**config.mk**
```make
export PLATFORM = sky130hd
export DESIGN_NAME = instruction_fetch_flat
export DESIGN_NICKNAME = d
export VERILOG_FILES = /design/src/rtl/hack_pkg.sv /design/src/rtl/instruction_fetch_if.sv /design/src/rtl/fetch_buffer.sv /design/src/rtl/instruction_fetch.sv /design/src/flat_wrapper.sv
export SDC_FILE = /design/constraint.sdc
export NUM_CORES = 1
export LEC_CHECK = 0
export ABC_CLOCK_PERIOD_IN_PS = 5600
export CAP_MARGIN = 5
export CELL_PAD_IN_SITES_DETAIL_PLACEMENT = 1
export CELL_PAD_IN_SITES_GLOBAL_PLACEMENT = 1
export CORE_MARGIN = 2
export CORE_UTILIZATION = 38
export DETAILED_ROUTE_END_ITERATION = 8
export PLACE_DENSITY = 0.9
export SYNTH_ARGS = -nofsm -noshare
export SYNTH_HDL_FRONTEND = slang
export SYNTH_HIERARCHICAL = 1
export SYNTH_SLANG_ARGS = --single-unit
```
**constraint.sdc**
```tcl
create_clock -name clk -period 5.6 [get_ports clk]
set_input_delay 0.84 -clock clk [delete_from_list [all_inputs] [get_ports clk]]
set_output_delay 0.84 -clock clk [all_outputs]
set_load 0.1 [all_outputs]
```
**src/rtl/hack_pkg.sv**
```systemverilog
// Shared Hack CPU fetch definitions.
// Holds the address/instruction widths and the layout of one fetch-buffer
// entry ({instr, pc}, instruction in the upper bits).
package hack_pkg;

    localparam int HACK_ADDR_W  = 15;
    localparam int HACK_INSTR_W = 16;

    typedef struct packed {
        logic [HACK_INSTR_W-1:0] instr;
        logic [HACK_ADDR_W-1:0]  pc;
    } fetch_entry_t;

    function automatic fetch_entry_t make_entry(input logic [HACK_INSTR_W-1:0] i_word,
                                                input logic [HACK_ADDR_W-1:0]  i_pc);
        fetch_entry_t e;
        e.instr = i_word;
        e.pc    = i_pc;
        return e;
    endfunction

endpackage

```
**src/rtl/instruction_fetch_if.sv**
```systemverilog
// Fetch-stage bus: program_counter controls, instruction ROM port, jump
// redirect from execute and the valid/ready instruction output.
//   master : the fetch stage (drives pc controls, rom_addr, instr*)
//   slave  : the surrounding pipeline (drives pc, rom_data, jmp*, instr_ready)
interface instruction_fetch_if;
    import hack_pkg::*;

    logic [HACK_ADDR_W-1:0]  pc;
    logic                    pc_inc;
    logic                    pc_load;
    logic [HACK_ADDR_W-1:0]  pc_load_val;
    logic [HACK_ADDR_W-1:0]  rom_addr;
    logic [HACK_INSTR_W-1:0] rom_data;
    logic                    jmp_req;
    logic [HACK_ADDR_W-1:0]  jmp_addr;
    logic [HACK_INSTR_W-1:0] instr;
    logic [HACK_ADDR_W-1:0]  instr_pc;
    logic                    instr_valid;
    logic                    instr_ready;

    modport master (
        input  pc, rom_data, jmp_req, jmp_addr, instr_ready,
        output pc_inc, pc_load, pc_load_val, rom_addr, instr, instr_pc, instr_valid
    );

    modport slave (
        output pc, rom_data, jmp_req, jmp_addr, instr_ready,
        input  pc_inc, pc_load, pc_load_val, rom_addr, instr, instr_pc, instr_valid
    );

endinterface

```
**src/rtl/fetch_buffer.sv**
```systemverilog
// Two-entry synchronous FIFO holding fetched {instr, pc} entries.
// Ports: clk, rst_n (async, active-low, clears count only),
//        push_i/data_i write, pop_i read, flush_i empties the buffer,
//        head_o/valid_o oldest entry, count_o occupancy 0..2.
// Entry 0 is always the head; a pop shifts entry 1 down.
module fetch_buffer #(
    parameter int W = 31
) (
    input  logic         clk,
    input  logic         rst_n,
    input  logic         push_i,
    input  logic         pop_i,
    input  logic         flush_i,
    input  logic [W-1:0] data_i,
    output logic [W-1:0] head_o,
    output logic         valid_o,
    output logic [1:0]   count_o
);

    logic [W-1:0] ent0_q, ent1_q;
    logic [1:0]   count_q, count_d;

    always_comb begin
        count_d = count_q;
        if (flush_i) begin
            count_d = 2'd0;
        end else if (push_i && !pop_i) begin
            count_d = count_q + 2'd1;
        end else if (pop_i && !push_i) begin
            count_d = count_q - 2'd1;
        end
    end

    always_ff @(posedge clk or negedge rst_n) begin
        if (!rst_n) begin
            count_q <= 2'd0;
        end else begin
            count_q <= count_d;
        end
    end

    // Data storage needs no reset: count decides what is visible.
    always_ff @(posedge clk) begin
        if (pop_i && count_q == 2'd2) begin
            ent0_q <= ent1_q;
        end else if (push_i && (count_q == 2'd0 || (pop_i && count_q == 2'd1))) begin
            ent0_q <= data_i;
        end
        if (push_i && ((count_q == 2'd1 && !pop_i) || (count_q == 2'd2 && pop_i))) begin
            ent1_q <= data_i;
        end
    end

    assign head_o  = ent0_q;
    assign valid_o = (count_q != 2'd0);
    assign count_o = count_q;

endmodule

```
**src/rtl/instruction_fetch.sv**
```systemverilog
// Hack fetch stage between program_counter and decode/execute.
// Ports: clk, rst_n (async, active-low), bus (instruction_fetch_if.master):
//   pc in / pc_inc, pc_load, pc_load_val out to program_counter,
//   rom_addr out / rom_data in (1-cycle synchronous ROM),
//   jmp_req, jmp_addr redirect in, instr, instr_pc, instr_valid out,
//   instr_ready in.
// One ROM read may be in flight; it is only issued when the buffer is
// guaranteed to have room for it on return.
module instruction_fetch
    import hack_pkg::*;
#(
    parameter int ADDR_W  = HACK_ADDR_W,
    parameter int INSTR_W = HACK_INSTR_W,
    parameter int DEPTH   = 2
) (
    input  logic                clk,
    input  logic                rst_n,
    instruction_fetch_if.master bus
);

    localparam int ENTRY_W = $bits(fetch_entry_t);

    logic               inflight_q, inflight_d;
    logic [ADDR_W-1:0]  inflight_pc_q, inflight_pc_d;
    logic               buf_push, buf_pop, buf_valid;
    logic [1:0]         buf_count;
    logic [ENTRY_W-1:0] buf_head;
    fetch_entry_t       push_entry, head_entry;
    logic [INSTR_W-1:0] head_instr;
    logic [ADDR_W-1:0]  head_pc;
    logic [2:0]         occupancy;
    logic               issue;

    always_comb begin
        buf_pop       = buf_valid & bus.instr_ready;
        // Entries that will be held after this edge plus the read in flight.
        occupancy     = {1'b0, buf_count} - {2'b00, buf_pop} + {2'b00, inflight_q};
        issue         = rst_n & ~bus.jmp_req & (int'(occupancy) < DEPTH);
        // Data returning during a jump cycle is wrong-path and dropped.
        buf_push      = inflight_q & ~bus.jmp_req;
        inflight_d    = issue;
        inflight_pc_d = issue ? bus.pc : inflight_pc_q;
        push_entry    = make_entry(bus.rom_data, inflight_pc_q);
    end

    always_ff @(posedge clk or negedge rst_n) begin
        if (!rst_n) begin
            inflight_q    <= 1'b0;
            inflight_pc_q <= '0;
        end else begin
            inflight_q    <= inflight_d;
            inflight_pc_q <= inflight_pc_d;
        end
    end

    fetch_buffer #(.W(ENTRY_W)) u_buf (
        .clk     (clk),
        .rst_n   (rst_n),
        .push_i  (buf_push),
        .pop_i   (buf_pop),
        .flush_i (bus.jmp_req),
        .data_i  (push_entry),
        .head_o  (buf_head),
        .valid_o (buf_valid),
        .count_o (buf_count)
    );

    assign head_entry = fetch_entry_t'(buf_head);
    assign head_instr = head_entry.instr;
    assign head_pc    = head_entry.pc;

    // Outputs are forced quiet while reset is held, independent of the clock.
    assign bus.rom_addr    = bus.pc;
    assign bus.pc_inc      = issue;
    assign bus.pc_load     = rst_n & bus.jmp_req;
    assign bus.pc_load_val = rst_n ? bus.jmp_addr : '0;
    assign bus.instr_valid = rst_n & buf_valid;
    assign bus.instr       = rst_n ? head_instr : '0;
    assign bus.instr_pc    = rst_n ? head_pc : '0;

endmodule

```
**src/flat_wrapper.sv**
```systemverilog
// flat-port wrapper written by rule: the top's interface ports become plain ports
module instruction_fetch_flat import hack_pkg::*;
#(
    parameter int ADDR_W  = HACK_ADDR_W,
    parameter int INSTR_W = HACK_INSTR_W,
    parameter int DEPTH   = 2
)
  (clk, rst_n, bus_pc, bus_rom_data, bus_jmp_req, bus_jmp_addr, bus_instr_ready, bus_pc_inc, bus_pc_load, bus_pc_load_val, bus_rom_addr, bus_instr, bus_instr_pc, bus_instr_valid);
  instruction_fetch_if bus_i ();
  input  logic clk;
  input  logic rst_n;
  input wire logic [$bits(bus_i.pc)-1:0] bus_pc;
  input wire logic [$bits(bus_i.rom_data)-1:0] bus_rom_data;
  input wire logic [$bits(bus_i.jmp_req)-1:0] bus_jmp_req;
  input wire logic [$bits(bus_i.jmp_addr)-1:0] bus_jmp_addr;
  input wire logic [$bits(bus_i.instr_ready)-1:0] bus_instr_ready;
  output wire logic [$bits(bus_i.pc_inc)-1:0] bus_pc_inc;
  output wire logic [$bits(bus_i.pc_load)-1:0] bus_pc_load;
  output wire logic [$bits(bus_i.pc_load_val)-1:0] bus_pc_load_val;
  output wire logic [$bits(bus_i.rom_addr)-1:0] bus_rom_addr;
  output wire logic [$bits(bus_i.instr)-1:0] bus_instr;
  output wire logic [$bits(bus_i.instr_pc)-1:0] bus_instr_pc;
  output wire logic [$bits(bus_i.instr_valid)-1:0] bus_instr_valid;
  assign bus_i.pc = bus_pc;
  assign bus_i.rom_data = bus_rom_data;
  assign bus_i.jmp_req = bus_jmp_req;
  assign bus_i.jmp_addr = bus_jmp_addr;
  assign bus_i.instr_ready = bus_instr_ready;
  assign bus_pc_inc = bus_i.pc_inc;
  assign bus_pc_load = bus_i.pc_load;
  assign bus_pc_load_val = bus_i.pc_load_val;
  assign bus_rom_addr = bus_i.rom_addr;
  assign bus_instr = bus_i.instr;
  assign bus_instr_pc = bus_i.instr_pc;
  assign bus_instr_valid = bus_i.instr_valid;
  instruction_fetch #(.ADDR_W(ADDR_W), .INSTR_W(INSTR_W), .DEPTH(DEPTH)) u_core (.clk(clk), .rst_n(rst_n), .bus(bus_i));
endmodule
```
==> results of run 1 <==
==> power breakdown <==
group          leakage [nW]  switching, mW  internal, mW
Combinational          1.05          0.492         0.337
Sequential            0.778         0.0643         0.800
Clock                0.0832          0.208         0.163
Total                  1.91          0.764          1.30
==> worst register-to-register path, stage by stage, from the launching register on <==
cell      delay, ps
dfrtp_1         460
inv_1           100
ha_1            210
inv_1            70
and2_1          190
nand2_2         640
a21boi_4       1180
==> synth_stat cells <==
| master | n | area share (%) |
|---|---|---|
| a21boi_0 | 1 | 0.20 |
| buf_12 | 1 | 0.54 |
| nand3b_1 | 1 | 0.20 |
| xor2_1 | 3 | 0.71 |
| buf_6 | 3 | 0.92 |
| nand2_1 | 2 | 0.20 |
| ha_1 | 5 | 1.7 |
| edfxtp_1 | 62 | 51 |
| buf_4 | 15 | 3.1 |
| clkbuf_1 | 5 | 0.51 |
| mux2_2 | 8 | 2.4 |
| inv_1 | 5 | 0.51 |
| mux2_4 | 38 | 16 |
| nor3_4 | 1 | 0.44 |
| dfrtp_1 | 18 | 12 |
| nor2b_1 | 1 | 0.17 |
| o31ai_1 | 1 | 0.20 |
| nand2_2 | 1 | 0.17 |
| nand2b_1 | 2 | 0.34 |
| a21oi_1 | 1 | 0.14 |
| nor2_1 | 1 | 0.10 |
| o21ai_0 | 1 | 0.14 |
| fa_1 | 1 | 0.54 |
| and2_1 | 49 | 8.3 |
==> stage by stage <==
stage | cell area (sq um) | utilization (%) | hold WS [ps] | setup WS, ps
3_5_place_dp | 4810 | 51.6 | 475 | 1710
3_3_place_gp | 4810 | 51.6 | 453 | 1720
5_1_grt | 4990 | 53.5 | 507 | 1610
6_report | 4990 | 53.5 | 484 | 1740
4_1_cts | 4990 | 53.5 | 493 | 1700
2_1_floorplan | 3680 | - | 443 | 1560
==> cell families after synthesis <==
kind of cell	after synthesis	share of synthesized area [%]
flip-flops	80	62.9
buffers and inverters	29	5.55
AO/OA/AOI/OAI	4	0.680
multiplexers	46	18.0
adder cells (fa/ha/maj)	6	2.25
XOR/XNOR	3	0.715
AND/OR/NAND/NOR	58	9.97
==> worst paths after layout <==
check,start,end,slack [ps],cells after the start
hold reg to reg,u_core/inflight_pc_q[9],u_core/u_buf/ent1_q[9],480,0
hold / removal,u_core/inflight_pc_q[9],u_core/u_buf/ent1_q[9],480,0
setup / recovery,bus_instr_ready,bus_pc_inc,1740,8
max in group asynchronous,rst_n,u_core/inflight_pc_q[2],4320,2
setup reg to reg,u_core/u_buf/count_o[1],u_core/u_buf/ent1_q[6],2360,6
min in group asynchronous,rst_n,u_core/inflight_pc_q[14],620,1
==> area by class of cell <==
class                   instances  share of cell area (%)
multi-input cells             117                    23.7
repair buffers                115                    22.8
well taps                     129                    3.24
flip-flops and latches         80                    46.4
clock inverters                 6                   0.878
inverters                       5                   0.376
clock buffers                  10                    2.56
==> registers in the layout, summed over array words and instances (netlist names) <==
name and flops:
u_core/u_buf/head_o 31, u_core/u_buf/ent1_q 31, u_core/inflight_pc_q 15, u_core/inflight_q 1
u_core/u_buf/count_o 2
==> per-layer routing <==
metal | part of all wire [%] | global-route usage [%]
met1 | 43 | 17.9
met2 | 53 | 26.5
met3 | 3.5 | 3.08
met4 | 0.48 | 4.31
met5 | 0 | 0
==> impl_metrics.ini, run 1 <==
[run_status]
status = complete, no violations

[clock_network]
clkTransAtPathRegs_ps = 90
cts_sinks = 80
cts_root_buffer = clkbuf_8
cts_buffer_depth = 2
cts_resized = 0
cts_buffers = 9
h-tree-depth = 3
postCtsSetupBuffers = 0
cts_tree = done
clock_latency_ps = 330
hold_buffers = 0

[drt]
wirelength_um = 7350
drcViolationCount = 0
drt_iter0_markers = 53
postRouteAntennaNets = 0
wire_per_inst_um = 15.9
num_vias = 2089
via_per_inst = 4.52
first_pass_iters = 3

[finish]
final.fill_count = 923
drive_gt1_share_pct = 20.7
diodes = 0
most-common-layout-cells = clkdlybuf4s50_1, edfxtp_1, and2_1
area_delta_synth_final_pct = 35.6
multiInputGateArea_sq_um = 1180
nNetsFinal = 384
seqCellArea_sq_um = 2310
fin_cells = 462
final_common_cell = clkdlybuf4s50_1

[setup_path]
critPathCaptureType = output port
crit_slowest_cell = clkdlybuf4s50_1
cpPeakStageDelay_ps = 450
crit_required_ps = 4760
critPathLaunchType = input pin
worstSetupPathType = input pin to output port
cp_max_fo = 4
crit_arrival_ps = 3020
crit_chain = clkdlybuf4s50_1, and2_1, ha_1, nand2b_1, fa_1, xor2_1, nor3_4, buf_4
critPathBufInv = 2
cp_top_family = buffers and inverters

[sta]
drv_slew = 0
rsz0062_at_grt = no
fmax_mhz = 259
fin_crit_sh_pct = 68.9
setup_tns_ps = 0
tightestPinTransition_ps = 1150
hold_violations = 0
finalClockSkew_ps = 8.75
slew_headroom_pct = 23.3
fin_crit_ps = 3860
setup_viol = 0

[placed_design]
port_buffers = 113
post-dp-hpwl_um = 5150
post-place-cells = 446
place_congestion = 0.673

[synthesis]
synth-warning-count = 6
ys_seq_area_share_pct = 62.9
netlist_area_sq_um = 3680
syn_area_per_cell_sq_um = 16.3
syn_nets = 282
syn_inst = 226
ys_seq_elements = 80
synth.distinct_cells = 24

[die]
die_w_um = 102
core_area_sq_um = 9330
rows = 35
die_h_um = 102
start_util_pct = 39.4
die_area_sq_um = 10500
ioPinCount = 114

[global_route]
track_usage_pct = 14.7
grt_pass1_vias = 2304
antenna_found_initial = 0
grt_pass1_wl_um = 11700
overflow = 0
grt_max_degree = 62

[worst_hold_path]
hp-class = flip-flop to flip-flop

[flow_run]
drv_cap = 0

[pwr]
power_leakage_nw = 1.91
power_density_nw_per_um2 = 414
peakVddDrop_uv = 207
power_mw = 2.06
Note: power is estimated with default switching activity, not from simulation.
==> run 2, diff against run 1 <==
- ABC_CLOCK_PERIOD_IN_PS: 5600 -> 3720
- clock period: 5.6 -> 3.72 ns (I/O delays scaled with it)
==> run 2 against run 1 <==
Flip-flop and latch count stayed put. Utilization is 0.72 points lower. Sequential share of layout area is 0.64 points higher. Design area is 1.4% lower. Final cell count is 0.87% higher. Total power is 57% higher. Worst setup slack worse by 1500 ps. Sequential power is 52% higher. First-iteration DRC count is 32% lower. Routed wire length is 3.9% higher. Non-clock buffer count is 5 higher. Combinational power is 52% higher.
==> impl_metrics.ini, run 2 (synthesized netlist as in run 1, its figures left out) <==
[finish]
drive_gt1_share_pct = 40.4
final_common_cell = buf_4
diodes = 0
nNetsFinal = 389
most-common-layout-cells = buf_4, edfxtp_1, and2_1
area_delta_synth_final_pct = 33.8
seqCellArea_sq_um = 2310
final.fill_count = 934
multiInputGateArea_sq_um = 1180

[clock_network]
cts_tree = done
cts_root_buffer = clkbuf_8
h-tree-depth = 3
clock_latency_ps = 340
cts_buffer_depth = 2
cts_buffers = 9
postCtsSetupBuffers = 0
hold_buffers = 0
clkTransAtPathRegs_ps = 80
cts_sinks = 80
cts_resized = 0

[drt]
drcViolationCount = 0
via_per_inst = 4.54
num_vias = 2115
wire_per_inst_um = 16.4
postRouteAntennaNets = 0
first_pass_iters = 4
drt_iter0_markers = 36
wirelength_um = 7630

[sta]
fmax_mhz = 288
rsz0062_at_grt = no
setup_tns_ps = 0
fin_crit_ps = 3470
fin_ws_ps = 253
fin_crit_sh_pct = 93.2
drv_slew = 0
hold_violations = 0
tightestPinTransition_ps = 597
setup_viol = 0
finalClockSkew_ps = 12.9
slew_headroom_pct = 60.1

[setup_path]
crit_required_ps = 3160
reg2reg_from = u_core/u_buf/count_o[1]
cp_max_fo = 5
r2r_cells = 11
critPathLaunchType = flip-flop
crit_arrival_ps = 2910
worstSetupPathType = flip-flop to output port
critPathCaptureType = output port
crit_start = u_core/u_buf/count_o[1]

[die]
core_area_sq_um = 9330
ioPinCount = 114
die_w_um = 102
rows = 35
start_util_pct = 39.4
die_area_sq_um = 10500
die_h_um = 102

[pwr]
power_frac_seq_pct = 40.2
peakVddDrop_uv = 416
combPwrFrac_pct = 38.8
p_sw_mw = 1.16
power_density_nw_per_um2 = 661
internal_power_mw = 2.09
clockPowerShare_pct = 20.9
power_leakage_nw = 2.04
swShare_pct = 35.7

[global_route]
grt_max_degree = 38
overflow = 0
grt_pass1_vias = 2312
antenna_found_initial = 0
grt_pass1_wl_um = 11800
track_usage_pct = 15.0

[placed_design]
place_congestion = 0.720
preCtsSetupSlack_ps = 371
port_buffers = 113
post-dp-hpwl_um = 5650

[worst_hold_path]
hp-class = input pin to async pin

[flow_run]
drv_cap = 0

[run_status]
status = complete, no violations
[run 2: power by group through the flow]
stage,clock [mW],combinational (mW),sequential (mW)
3_3_place_gp,0,1.23,1.32
6_report,0.680,1.26,1.31
2_1_floorplan,0,1.01,1.29
4_1_cts,0.709,1.28,1.31
3_5_place_dp,0,1.27,1.33
5_1_grt,0.744,1.34,1.33
[run 2: path summary, 6_finish.rpt]
| kind | slack (ps) | to |
|---|---|---|
| min in group clk | 480 | u_core/u_buf/ent1_q[8] |
| max | 250 | bus_pc_inc |
| max in group asynchronous | 2900 | u_core/inflight_pc_q[1] |
| min reg2reg | 480 | u_core/u_buf/ent1_q[8] |
| min | 210 | u_core/inflight_pc_q[13] |
| max reg2reg | 560 | u_core/inflight_pc_q[7] |
[run 2: critical path, cell delays in order, from the launching register on]
cell and delay (ps):
dfrtp_1 470, inv_1 90, ha_1 210, inv_1 60
and2_1 190, ha_1 260, nand2b_1 160, fa_1 380
xor2_1 200, nor3_4 330, buf_12 220
[run 2: cell type report]
type / count / area share, %
multi-input cells: 117 / 24.1
inverters: 5 / 0.382
clock buffers: 10 / 2.59
clock inverters: 5 / 1.70
repair buffers: 120 / 21.0
flip-flops and latches: 80 / 47.0
well taps: 129 / 3.28
[run 2: layer usage]
layer,share of wire (%),GRT usage (%)
met1,39,17.0
met3,4.3,3.08
met2,55,28.1
met4,0.85,4.92
met5,0,0
[run 2: per-stage QoR]
step / instances / hold WS [ps] / instance area, sq um / utilization [%] / power [mW]
finish: 466 / 211 / 4920 / 52.7 / 3.25
global route: 466 / 236 / 4920 / 52.7 / 3.41
CTS: 466 / 209 / 4920 / 52.7 / 3.30
detailed placement: 451 / 466 / 4710 / 50.5 / 2.61
global placement: 451 / 458 / 4710 / 50.5 / 2.54
floorplan: 226 / 262 / 3680 / - / 2.30
==> run 3, diff against run 2 <==
- CORE_ASPECT_RATIO: default -> 0.5
- CORE_MARGIN: 2 -> 4
==> run 3 against run 2 <==
Routed wire length is 17% higher. Combinational power rose by 3%. Non-clock buffer count unchanged. Final cell count up 1.5%. Via count is 1.5% higher. Critical path depth is the same. Count of clock-buffer cells in the layout stayed put. Worst setup slack improved by 33 ps. Clock skew decreased by 6.9 ps. Sequential power about the same. Register-to-register slack gained 60 ps.
==> impl_metrics.ini, run 3 (synthesized netlist as in run 1, its figures left out) <==
[drt]
wire_per_inst_um = 18.8
drt_iter0_markers = 151
num_vias = 2146
wirelength_um = 8900
drcViolationCount = 0
via_per_inst = 4.54
postRouteAntennaNets = 0
first_pass_iters = 4

[pwr]
peakVddDrop_uv = 289
combPwrFrac_pct = 36.2
power_frac_seq_pct = 36.6
clockPowerShare_pct = 27.2
power_density_nw_per_um2 = 710
swShare_pct = 34.0
power_mw = 3.59
p_sw_mw = 1.22
internal_power_mw = 2.37
power_leakage_nw = 2.10

[finish]
nNetsFinal = 389
final_common_cell = buf_4
diodes = 0
drive_gt1_share_pct = 40.5
area_delta_synth_final_pct = 37.7
fin_util_pct = 53.6
fin_cells = 473
most-common-layout-cells = buf_4, edfxtp_1, and2_1

[sta]
hold_violations = 0
fmax_mhz = 291
setup_viol = 0
fin_crit_ps = 3430
timing.hold.ws_ps = 480
fin_crit_sh_pct = 92.3
finalClockSkew_ps = 5.99
tightestPinTransition_ps = 710
setup_tns_ps = 0
drv_slew = 0
rsz0062_at_grt = no
slew_headroom_pct = 52.6

[setup_path]
cpPeakStageDelay_ps = 500
cp_top_family = adder cells
crit_slowest_cell = fa_1
critPathLaunchType = flip-flop
worstSetupPathType = flip-flop to output port
crit_chain = inv_1, ha_1, inv_1, and2_1, ha_1, nand2b_1, fa_1, nand2_1, nor3_4, buf_12
crit_required_ps = 3160
critPathBufInv = 3
crit_arrival_ps = 2880
critPathCaptureType = output port
cp_max_fo = 4

[die]
core_area_sq_um = 9450
ioPinCount = 114
die_w_um = 147
start_util_pct = 38.9
die_h_um = 77.6
rows = 25
die_area_sq_um = 11400

[clock_network]
cts_buffers = 9
clock_latency_ps = 330
cts_root_buffer = clkbuf_16
cts_buffer_depth = 2
cts_sinks = 80
cts_resized = 0
postCtsSetupBuffers = 0
h-tree-depth = 3
cts_tree = done
clkTransAtPathRegs_ps = 60
hold_buffers = 0

[run_status]
status = complete, no violations

[placed_design]
place_congestion = 0.692
post-place-cells = 457
post-dp-hpwl_um = 6570
port_buffers = 113

[flow_run]
drv_cap = 0

[global_route]
track_usage_pct = 15.9
grt_pass1_vias = 2436
grt_max_degree = 35
grt_pass1_wl_um = 13700
overflow = 0
antenna_found_initial = 0

[worst_hold_path]
hp-class = flip-flop to flip-flop
==> run 3: layout make-up <==
class | count | area [sq um]
Clock inverter | 6 | 108
Timing Repair Buffer | 120 | 1040
Inverter | 5 | 18.8
Tap cell | 135 | 169
Fill cell | 928 | 4380
Sequential cell | 80 | 2310
Clock buffer | 10 | 229
Multi-Input combinational cell | 117 | 1180
==> run 3: stage by stage <==
step           setup WS [ps]  instance area (sq um)
4_1_cts                  251                   5060
6_report                 285                   5060
3_5_place_dp             429                   4730
3_3_place_gp             485                   4730
2_1_floorplan           60.6                   3680
5_1_grt                  115                   5060
==> run 3: final timing paths <==
kind	start	cells after the start	slack (ps)	endpoint
max	u_core/u_buf/count_o[0]	10	290	bus_pc_inc
min	u_core/inflight_pc_q[10]	0	480	u_core/u_buf/ent1_q[10]
max reg2reg	u_core/u_buf/count_o[0]	11	620	u_core/inflight_pc_q[14]
min reg2reg	u_core/inflight_pc_q[10]	0	480	u_core/u_buf/ent1_q[10]
max in group asynchronous	rst_n	2	2910	u_core/inflight_pc_q[2]
min in group asynchronous	rst_n	2	590	u_core/u_buf/count_o[1]
==> run 3: power by group through the flow <==
stage	clock (mW)	combinational, mW	sequential (mW)
floorplan	0	1.01	1.29
global placement	0	1.23	1.31
detailed placement	0	1.30	1.33
CTS	0.999	1.31	1.32
global route	1.05	1.36	1.34
finish	0.979	1.30	1.32
==> run 3: per-layer routing <==
metal	share of wire, %	vias up	GRT usage [%]
li1	-	998	-
met1	37	1078	16.6
met2	57	54	30.6
met3	3.7	16	3.56
met4	2.3	0	7.25
met5	0	-	0
==> run 3: worst register-to-register path, cell delays in order (launching register included) <==
cell	delay, ps
dfrtp_1	440
inv_1	120
ha_1	240
inv_1	70
and2_1	210
ha_1	250
nand2b_1	160
fa_1	500
nand2_1	100
nor3_4	250
buf_4	260
mux2_2	380
